<file path="src/rtl/hazard_stall_ctrl_pkg.sv">
// Shared constants and types for the D->E hazard/stall controller.
// Holds Tuse/Tnew encodings, mult/div latencies and the pipeline slot record.
package hazard_stall_ctrl_pkg;

  localparam logic [1:0] TUSE_NONE       = 2'd3;
  localparam int         MULT_CYCLES_DEF = 5;
  localparam int         DIV_CYCLES_DEF  = 10;
  localparam int         CNT_W_DEF       = 4;

  // MIPS encodings of the instructions that drive the mult/div unit
  localparam logic [5:0] OP_SPECIAL = 6'b000000;
  localparam logic [5:0] FN_MFHI    = 6'b010000;
  localparam logic [5:0] FN_MTHI    = 6'b010001;
  localparam logic [5:0] FN_MFLO    = 6'b010010;
  localparam logic [5:0] FN_MTLO    = 6'b010011;
  localparam logic [5:0] FN_MULT    = 6'b011000;
  localparam logic [5:0] FN_MULTU   = 6'b011001;
  localparam logic [5:0] FN_DIV     = 6'b011010;
  localparam logic [5:0] FN_DIVU    = 6'b011011;

  typedef struct packed {
    logic [4:0] a3;
    logic [1:0] tnew;
  } slot_t;

  localparam slot_t SLOT_EMPTY = '{a3: 5'd0, tnew: 2'd0};

  function automatic logic [1:0] sat_dec(input logic [1:0] tnew);
    return (tnew == 2'd0) ? 2'd0 : tnew - 2'd1;
  endfunction

endpackage

</file>
<file path="src/rtl/hazard_stall_ctrl_md_busy_counter.sv">
// Busy-window counter for the multi-cycle mult/div unit.
// Loads the op latency the edge after the op sits in E, then counts down to zero.
module md_busy_counter
  import hazard_stall_ctrl_pkg::*;
#(
  parameter int MULT_CYCLES = MULT_CYCLES_DEF,
  parameter int DIV_CYCLES  = DIV_CYCLES_DEF,
  parameter int CNT_W       = CNT_W_DEF
) (
  input  logic             clk,
  input  logic             reset,
  input  logic             start,
  input  logic             is_div,
  input  logic             cancel,
  output logic             busy,
  output logic [CNT_W-1:0] cnt
);

  logic [CNT_W-1:0] cnt_reg;
  logic [CNT_W-1:0] cnt_next;

  always_ff @(posedge clk or negedge reset) begin
    if (!reset) begin
      cnt_reg <= '0;
    end else begin
      cnt_reg <= cnt_next;
    end
  end

  // A cancelled start never loads; an already running count is left alone.
  always_comb begin
    cnt_next = cnt_reg;
    if (start && !cancel) begin
      cnt_next = is_div ? CNT_W'(DIV_CYCLES) : CNT_W'(MULT_CYCLES);
    end else if (cnt_reg != '0) begin
      cnt_next = cnt_reg - CNT_W'(1);
    end
  end

  assign busy = start | (cnt_reg != '0);
  assign cnt  = cnt_reg;

endmodule

</file>
<file path="src/rtl/hazard_stall_ctrl.sv">
// D->E issue controller: shadows E/M destination/Tnew to find uncoverable RAW hazards,
// tracks mult/div occupancy, and drives PC/F-D enables and the D/E bubble.
module hazard_stall_ctrl
  import hazard_stall_ctrl_pkg::*;
#(
  parameter int MULT_CYCLES = MULT_CYCLES_DEF,
  parameter int DIV_CYCLES  = DIV_CYCLES_DEF,
  parameter int CNT_W       = CNT_W_DEF
) (
  input  logic       clk,
  input  logic       reset,
  input  logic [4:0] D_rs,
  input  logic [4:0] D_rt,
  input  logic [1:0] D_tuse_rs,
  input  logic [1:0] D_tuse_rt,
  input  logic [4:0] D_A3,
  input  logic [1:0] D_tnew,
  input  logic       D_is_md,
  input  logic       D_md_start,
  input  logic       D_md_div,
  input  logic       int_req,
  output logic       stall,
  output logic       pc_en,
  output logic       fd_en,
  output logic       de_clr,
  output logic       md_busy
);

  slot_t e_slot_reg, e_slot_next;
  slot_t m_slot_reg, m_slot_next;
  logic  e_md_start_reg, e_md_start_next;
  logic  e_md_div_reg, e_md_div_next;

  logic [4:0]       src  [2];
  logic [1:0]       tuse [2];
  logic [1:0]       hz_op;
  logic             hz_md;
  logic [CNT_W-1:0] md_cnt;

  assign src[0]  = D_rs;
  assign src[1]  = D_rt;
  assign tuse[0] = D_tuse_rs;
  assign tuse[1] = D_tuse_rt;

  // Only E and M producers can stall; once in W the value is always forwardable.
  generate
    for (genvar gi = 0; gi < 2; gi++) begin : g_operand
      assign hz_op[gi] = (src[gi] != 5'd0) && (tuse[gi] != TUSE_NONE) &&
                         (((src[gi] == e_slot_reg.a3) && (tuse[gi] < e_slot_reg.tnew)) ||
                          ((src[gi] == m_slot_reg.a3) && (tuse[gi] < m_slot_reg.tnew)));
    end
  endgenerate

  md_busy_counter #(
    .MULT_CYCLES(MULT_CYCLES),
    .DIV_CYCLES (DIV_CYCLES),
    .CNT_W      (CNT_W)
  ) u_md (
    .clk   (clk),
    .reset (reset),
    .start (e_md_start_reg),
    .is_div(e_md_div_reg),
    .cancel(int_req),
    .busy  (md_busy),
    .cnt   (md_cnt)
  );

  assign hz_md  = D_is_md & md_busy;
  assign stall  = (|hz_op | hz_md) & ~int_req;
  assign pc_en  = ~stall;
  assign fd_en  = ~stall;
  assign de_clr = stall;

  // A flush empties E and M outright; a stall only bubbles E.
  always_comb begin
    e_slot_next     = SLOT_EMPTY;
    m_slot_next     = SLOT_EMPTY;
    e_md_start_next = 1'b0;
    e_md_div_next   = 1'b0;
    if (!int_req) begin
      m_slot_next = '{a3: e_slot_reg.a3, tnew: sat_dec(e_slot_reg.tnew)};
      if (!stall) begin
        e_slot_next     = '{a3: D_A3, tnew: D_tnew};
        e_md_start_next = D_md_start;
        e_md_div_next   = D_md_div;
      end
    end
  end

  always_ff @(posedge clk or negedge reset) begin
    if (!reset) begin
      e_slot_reg     <= SLOT_EMPTY;
      m_slot_reg     <= SLOT_EMPTY;
      e_md_start_reg <= 1'b0;
      e_md_div_reg   <= 1'b0;
    end else begin
      e_slot_reg     <= e_slot_next;
      m_slot_reg     <= m_slot_next;
      e_md_start_reg <= e_md_start_next;
      e_md_div_reg   <= e_md_div_next;
    end
  end

endmodule

</file>
<file path="config.mk">
export PLATFORM = sky130hd
export DESIGN_NAME = hazard_stall_ctrl
export DESIGN_NICKNAME = d
export VERILOG_FILES = /design/src/rtl/hazard_stall_ctrl_pkg.sv /design/src/rtl/hazard_stall_ctrl_md_busy_counter.sv /design/src/rtl/hazard_stall_ctrl.sv
export SDC_FILE = /design/constraint.sdc
export NUM_CORES = 1
export LEC_CHECK = 0
export CORE_MARGIN = 4
export CORE_UTILIZATION = 45
export CTS_CLUSTER_DIAMETER = 60
export DETAILED_ROUTE_END_ITERATION = 16
export MAX_ROUTING_LAYER = met4
export PLACE_DENSITY = 0.83
export SLEW_MARGIN = 20
export SYNTH_ARGS = -nofsm -noshare
export SYNTH_HDL_FRONTEND = slang
export SYNTH_SLANG_ARGS = --single-unit
</file>
<file path="constraint.sdc">
create_clock -name clk -period 3.43 [get_ports clk]
set_input_delay 0.8575 -clock clk [delete_from_list [all_inputs] [get_ports clk]]
set_output_delay 0.8575 -clock clk [all_outputs]
set_load 0.02 [all_outputs]
</file>
---- After elaboration in Yosys (flattened, before gate mapping) ----
Index checks and enable logic that the tools add are counted.
word-level totals
  output and inout port bits .............. 5
  register bits after elaboration ......... 20
  input port bits ......................... 27
  logic and storage cells ................. 54
cells by class
  reduce and logical (&&, ||, !) cells .... 18
  bitwise gates (word level) .............. 6
  $lt $le $gt $ge ......................... 4
  add/subtract/negate cells ............... 2
  equality and inequality tests ........... 6
  multiplexer cells ....................... 11
operators with widths
  operator               count
  $mux W7                3
  $eq A5 B5 Y1           4
  $mux W4                3
  $reduce_bool A5 Y1     2
  $logic_and A1 B1 Y1    9
  $lt A2 B2 Y1           4
  $mux W1                4
  $ne A2 B2 Y1 const B   2
  $reduce_bool A4 Y1     1
  $sub A4 B1 Y4 const B  1
  $and A1 B1 Y1          2
  $logic_not A2 Y1       1
  $logic_or A1 B1 Y1     2
  $mux W2                1
  $not A1 Y1             2
  $or A1 B1 Y1           2
  $reduce_bool A2 Y1     1
  $reduce_or A2 Y1       1
  $sub A2 B1 Y2 const B  1
  $logic_not A1 Y1       1

---- Depth between registers and ports, before layout ----
  depth after elaboration ................. 9
  gate-level depth with buffers ........... 8
  gate-level depth less buffers ........... 6

---- By module ----
Synthesis repeated with hierarchy kept, for this count alone.
unflattened totals
  cells, all modules ...................... 110
  area total of the unflattened synthesis .. 1,222.4 sq um
by module, submodules not included
  module             sequential area each (sq um)  cells each  instances  area an instance (sq um)
  hazard_stall_ctrl  400.4                         87          1          978.4
  md_busy_counter    100.1                         23          1          244.0

---- Worst setup path after synthesis ----
No wires, ideal clock.
  path type ............................... in2out
  start ................................... input D_tuse_rs[1]
  end ..................................... output stall
  slack ................................... 75 ps
  buffers on the path ..................... 2
  arrival time ............................ 2,497 ps
  stages .................................. 7
  required time ........................... 2,572 ps
  cell sequence ........................... ha_1 > a2111oi_2 > nand4_1 > a221oi_2 > buf_6 > o21ba_1 > buf_4
between the ends
  word-level cells in the longest chain between the ends .. 7
  elaborated cells between the ends (all ways) .. 11
  classes of those cells .................. order compare: 2; eq/ne: 1; bitwise: 2; reduce/logical: 6
ends and longest elaborated chain
  item                                    RTL line                                          source
  from (decl)                             hazard_stall_ctrl.sv:14                           input logic [1:0] D_tuse_rs,
  $lt A2 B2 Y1 (on tied branches)         hazard_stall_ctrl.sv:49, hazard_stall_ctrl.sv:50
  $logic_and A1 B1 Y1 (on tied branches)  hazard_stall_ctrl.sv:49, hazard_stall_ctrl.sv:50
  $logic_or A1 B1 Y1                      hazard_stall_ctrl.sv:49                           (((src[gi] == e_slot_reg.a3) && (tuse[gi] < e_slot_reg.tnew)) ||
  $logic_and A1 B1 Y1 *                   hazard_stall_ctrl.sv:48                           assign hz_op[gi] = (src[gi] != 5'd0) && (tuse[gi] != TUSE_NONE) &&
  $reduce_or A2 Y1 *                      hazard_stall_ctrl.sv:69                           assign stall = (|hz_op | hz_md) & ~int_req;
  $or A1 B1 Y1 *                          hazard_stall_ctrl.sv:69
  $and A1 B1 Y1 *                         hazard_stall_ctrl.sv:69
  to (decl)                               hazard_stall_ctrl.sv:22                           output logic stall,
Every way passes the cells marked *; elsewhere a longest branch is shown, timed or not.

---- Final worst setup path ----
  start ................................... input D_rt[2]
  end ..................................... output pc_en
between the ends
  word-level cells in the longest chain between the ends .. 8
  elaborated cells between the ends (all ways) .. 12
  classes of those cells .................. eq/ne: 2; bitwise: 3; reduce/logical: 7
ends and longest elaborated chain
  item                                    RTL line                                          source
  from (decl)                             hazard_stall_ctrl.sv:13                           input logic [4:0] D_rt,
  $eq A5 B5 Y1 (on tied branches)         hazard_stall_ctrl.sv:49, hazard_stall_ctrl.sv:50
  $logic_and A1 B1 Y1 (on tied branches)  hazard_stall_ctrl.sv:49, hazard_stall_ctrl.sv:50
  $logic_or A1 B1 Y1                      hazard_stall_ctrl.sv:49
  $logic_and A1 B1 Y1 *                   hazard_stall_ctrl.sv:48
  $reduce_or A2 Y1 *                      hazard_stall_ctrl.sv:69
  $or A1 B1 Y1 *                          hazard_stall_ctrl.sv:69
  $and A1 B1 Y1 *                         hazard_stall_ctrl.sv:69
  $not A1 Y1 *                            hazard_stall_ctrl.sv:70                           assign pc_en = ~stall;
  to (decl)                               hazard_stall_ctrl.sv:23                           output logic pc_en,
Marks and branches as above.

==> results by group <==
Power
  – Clock power share: 22.9%
  – Maximum vdd drop: 0.000326 V
  – Int Power: 552 uW
  – Net Switching: 256 uW
  – Power share of the combinational group: 38.7%
  – Sequential power share: 38.5%
  – Power per cell area: 435 nW/um^2
  – Switching share of total power: 31.6%
  – Leakage Power: 0.782 nW

Timing
  – Final Setup Violations: 0
  – Relative slew margins: 42.0%
  – Fin crit period: 3380 ps
  – Final hold vios: 0
  – Slew Limit Fails: 0
  – Worst-Margin Slew: 868 ps
  – Layout Skew: 7.94 ps
  – Worst setup margin: 53.5 ps
  – Tcrit/Tclk final: 98.4%
  – Fmax: 0.296 GHz

Worst setup path
  – Critical path class: in -> out
  – Critical Path Fanout Max: 3
  – Critical path launch point type: primary input
  – R2R setup slack: 1370 ps
  – Reg2reg end: e_slot_reg[4]
  – Critical path required time: 2570 ps
  – RR Startpoint: e_slot_reg[1]
  – WP data arrival: 2520 ps
  – Reg2Reg Depth: 7
  – Crit. End Element: output port

Final layout
  – Sequential Area: 500 um^2
  – Synth-to-layout area growth: 47.9%
  – Fin cells: 183
  – Fraction of layout cells with a size suffix above 1: 32.7%
  – Most frequent cells in the layout: dfrtp_1 (20), clkdlybuf4s50_1 (20), buf_4 (15), xor2_1 (12), xnor2_1 (9)
  – Area of the multi-input gates: 857 um^2
  – Antenna diode count: 0
  – Final nets: 187
  – Filler cells: 179

Drt
  – Routed WL: 3.27 mm
  – Wire length per cell: 17.9 um
  – Post-DRT Antenna Nets: 0
  – Residual DRC: 0
  – Via density: 5.48
  – Detailed Route Iter0 Violations: 15
  – Detailed-route via count: 1,003
  – First-pass detailed-route iteration total: 4

Clock tree
  – CTS HTree Levels: 1
  – CTS tree: done
  – Clock root buffer: clkbuf_4
  – Buffer count from post-CTS setup fixing: 0
  – Sink Count: 20
  – Worst-Skew Late Latency: 290 ps
  – TritonCTS Buffers: 3
  – Clk pin slew, worst setup/hold paths: 110 ps
  – CTS max path bufs: 2
  – CTS hold repair buffers: 0

Status
  – Status: completed

Synth
  – Sequential cell area fraction in the yosys report: 39.9%
  – Synth warn: 0
  – Most common flop cell mapped by yosys: dfrtp_1
  – Synth Instances: 111
  – Number of synthesized register bits: 20
  – Post-Syn Area: 1250 um^2
  – Mapped Avg Cell Area: 11.3 um^2
  – Number of synthesized flops with an enable pin: 0
  – Fraction of registers with async set/reset: 100%
  – Syn Nets: 144
  – Netlist cell types: 32

Run
  – Max-cap violations: 0

Floorplanning
  – Die ar.: 3700 um^2
  – Initial Util: 48.9%
  – Die W: 60.8 um
  – Die span in y: 60.8 um
  – # IOs: 32
  – Rows: 18
  – Placeable Area: 2570 um^2

GRT
  – First-pass GRT wire length: 4.84 mm
  – Vias in the first global route: 1,120
  – Overall Global Routing Usage: 18.6%
  – Largest net degree at the start of global routing: 21
  – Congestion Overflow GR: 0
  – Initial antenna violation count: 0

Hold path
  – Worst Hold Path EP: u_md.cnt[2]
  – Hold path depth: 1
  – Hold Path Class: reg -> reg
  – Launch point of the worst hold path: e_md_div_reg

Placed design
  – Final HPWL DP: 2.40 mm
  – Buffers on Ports: 31
  – DP Cell Count: 179
  – Final GP Congestion: 0.900
  – Setup WS pre-CTS: -673 ps
## critical path, stage by stage
cell,delay [ps]
clkdlybuf4s50_1,430
buf_4,160
xor2_1,140
a211oi_1,320
a22oi_2,130
o2bb2ai_4,200
o21bai_1,110
buf_4,170
## worst max path at each step
stage | slack [ps] | start | depth (start not counted) | end
5_1_grt | -30 | D_rs[0] | 7 | stall
2_1_floorplan | 80 | D_tuse_rs[1] | 7 | stall
3_5_place_dp | -670 | D_tuse_rs[1] | 7 | de_clr
6_report | 50 | D_rt[2] | 8 | pc_en
3_3_place_gp | -630 | D_tuse_rs[1] | 7 | de_clr
4_1_cts | 7 | D_tuse_rs[1] | 7 | de_clr
## layout make-up
class	count	share of cell area [%]
Multi-Input combinational cell	81	46.2
Sequential cell	20	27.0
Timing Repair Buffer	44	21.2
Tap cell	30	2.02
Clock inverter	1	1.62
Clock buffer	3	1.21
Inverter	4	0.809
## cells by family (layout without fill, tap and decap cells)
family,count (synthesis),count (layout),synth area share [%]
xor gates and xnor gates,23,23,16.1
DFF,20,20,39.9
buffers and inverters,10,52,4.29
AOI/OAI and AO/OA,15,15,9.97
adders and majority gates,6,6,5.98
and+or+nand+nor,37,37,23.8
## synthesized netlist by cell type (2+ instances only)
cell | instances | area share (%)
nor2b_1 | 6 | 3.0
nor3_1 | 2 | 0.80
xor2_1 | 14 | 9.8
nor4b_2 | 8 | 9.6
nand2b_1 | 7 | 3.5
a211oi_1 | 2 | 1.2
xnor2_1 | 9 | 6.3
inv_1 | 4 | 1.2
nor4_1 | 2 | 1.0
nor2_1 | 2 | 0.60
or4_1 | 2 | 1.2
buf_4 | 2 | 1.2
nand4_1 | 2 | 1.0
nand2_1 | 3 | 0.90
ha_1 | 6 | 6.0
dfrtp_1 | 20 | 40
a2111oi_2 | 2 | 2.4
o21ai_0 | 4 | 1.6
## per-stage QoR
step / setup TNS, ps / util (%) / power (mW) / hold slack [ps] / instance area (um^2)
after floorplan: 0 / - / 0.486 / 447 / 1250
after global placement: -2320 / 64.7 / 0.575 / 471 / 1660
after detailed placement: -2480 / 64.7 / 0.598 / 492 / 1660
after CTS: 0 / 67.0 / 0.788 / 511 / 1720
after global routing: -101 / 72.3 / 0.861 / 536 / 1860
final: 0 / 72.3 / 0.808 / 512 / 1860
## timing repair
| action | 4_1_cts | 5_1_grt |
|---|---|---|
| pin swaps | 7 | 10 |
| hold endpoints to repair | 0 | 0 |
| gates resized for setup | 33 | 23 |
| setup endpoints to repair | 4 | 4 |
| cloned | 0 | 0 |
## power groups by stage
stage / logic (mW) / registers, mW / clock network (mW)
after detailed placement: 0.284 / 0.314 / 0
after global placement: 0.266 / 0.309 / 0
final: 0.312 / 0.311 / 0.185
after CTS: 0.288 / 0.310 / 0.190
after global routing: 0.338 / 0.317 / 0.206
after floorplan: 0.181 / 0.305 / 0
## per-layer routing
layer	share of wire, %	track usage [%]	up-vias
li1	-	-	475
met1	42	21.6	485
met2	50	31.0	37
met3	5.4	2.34	6
met4	2.1	9.91	0
met5	0	-	-
(Power assumes the default switching activity.)
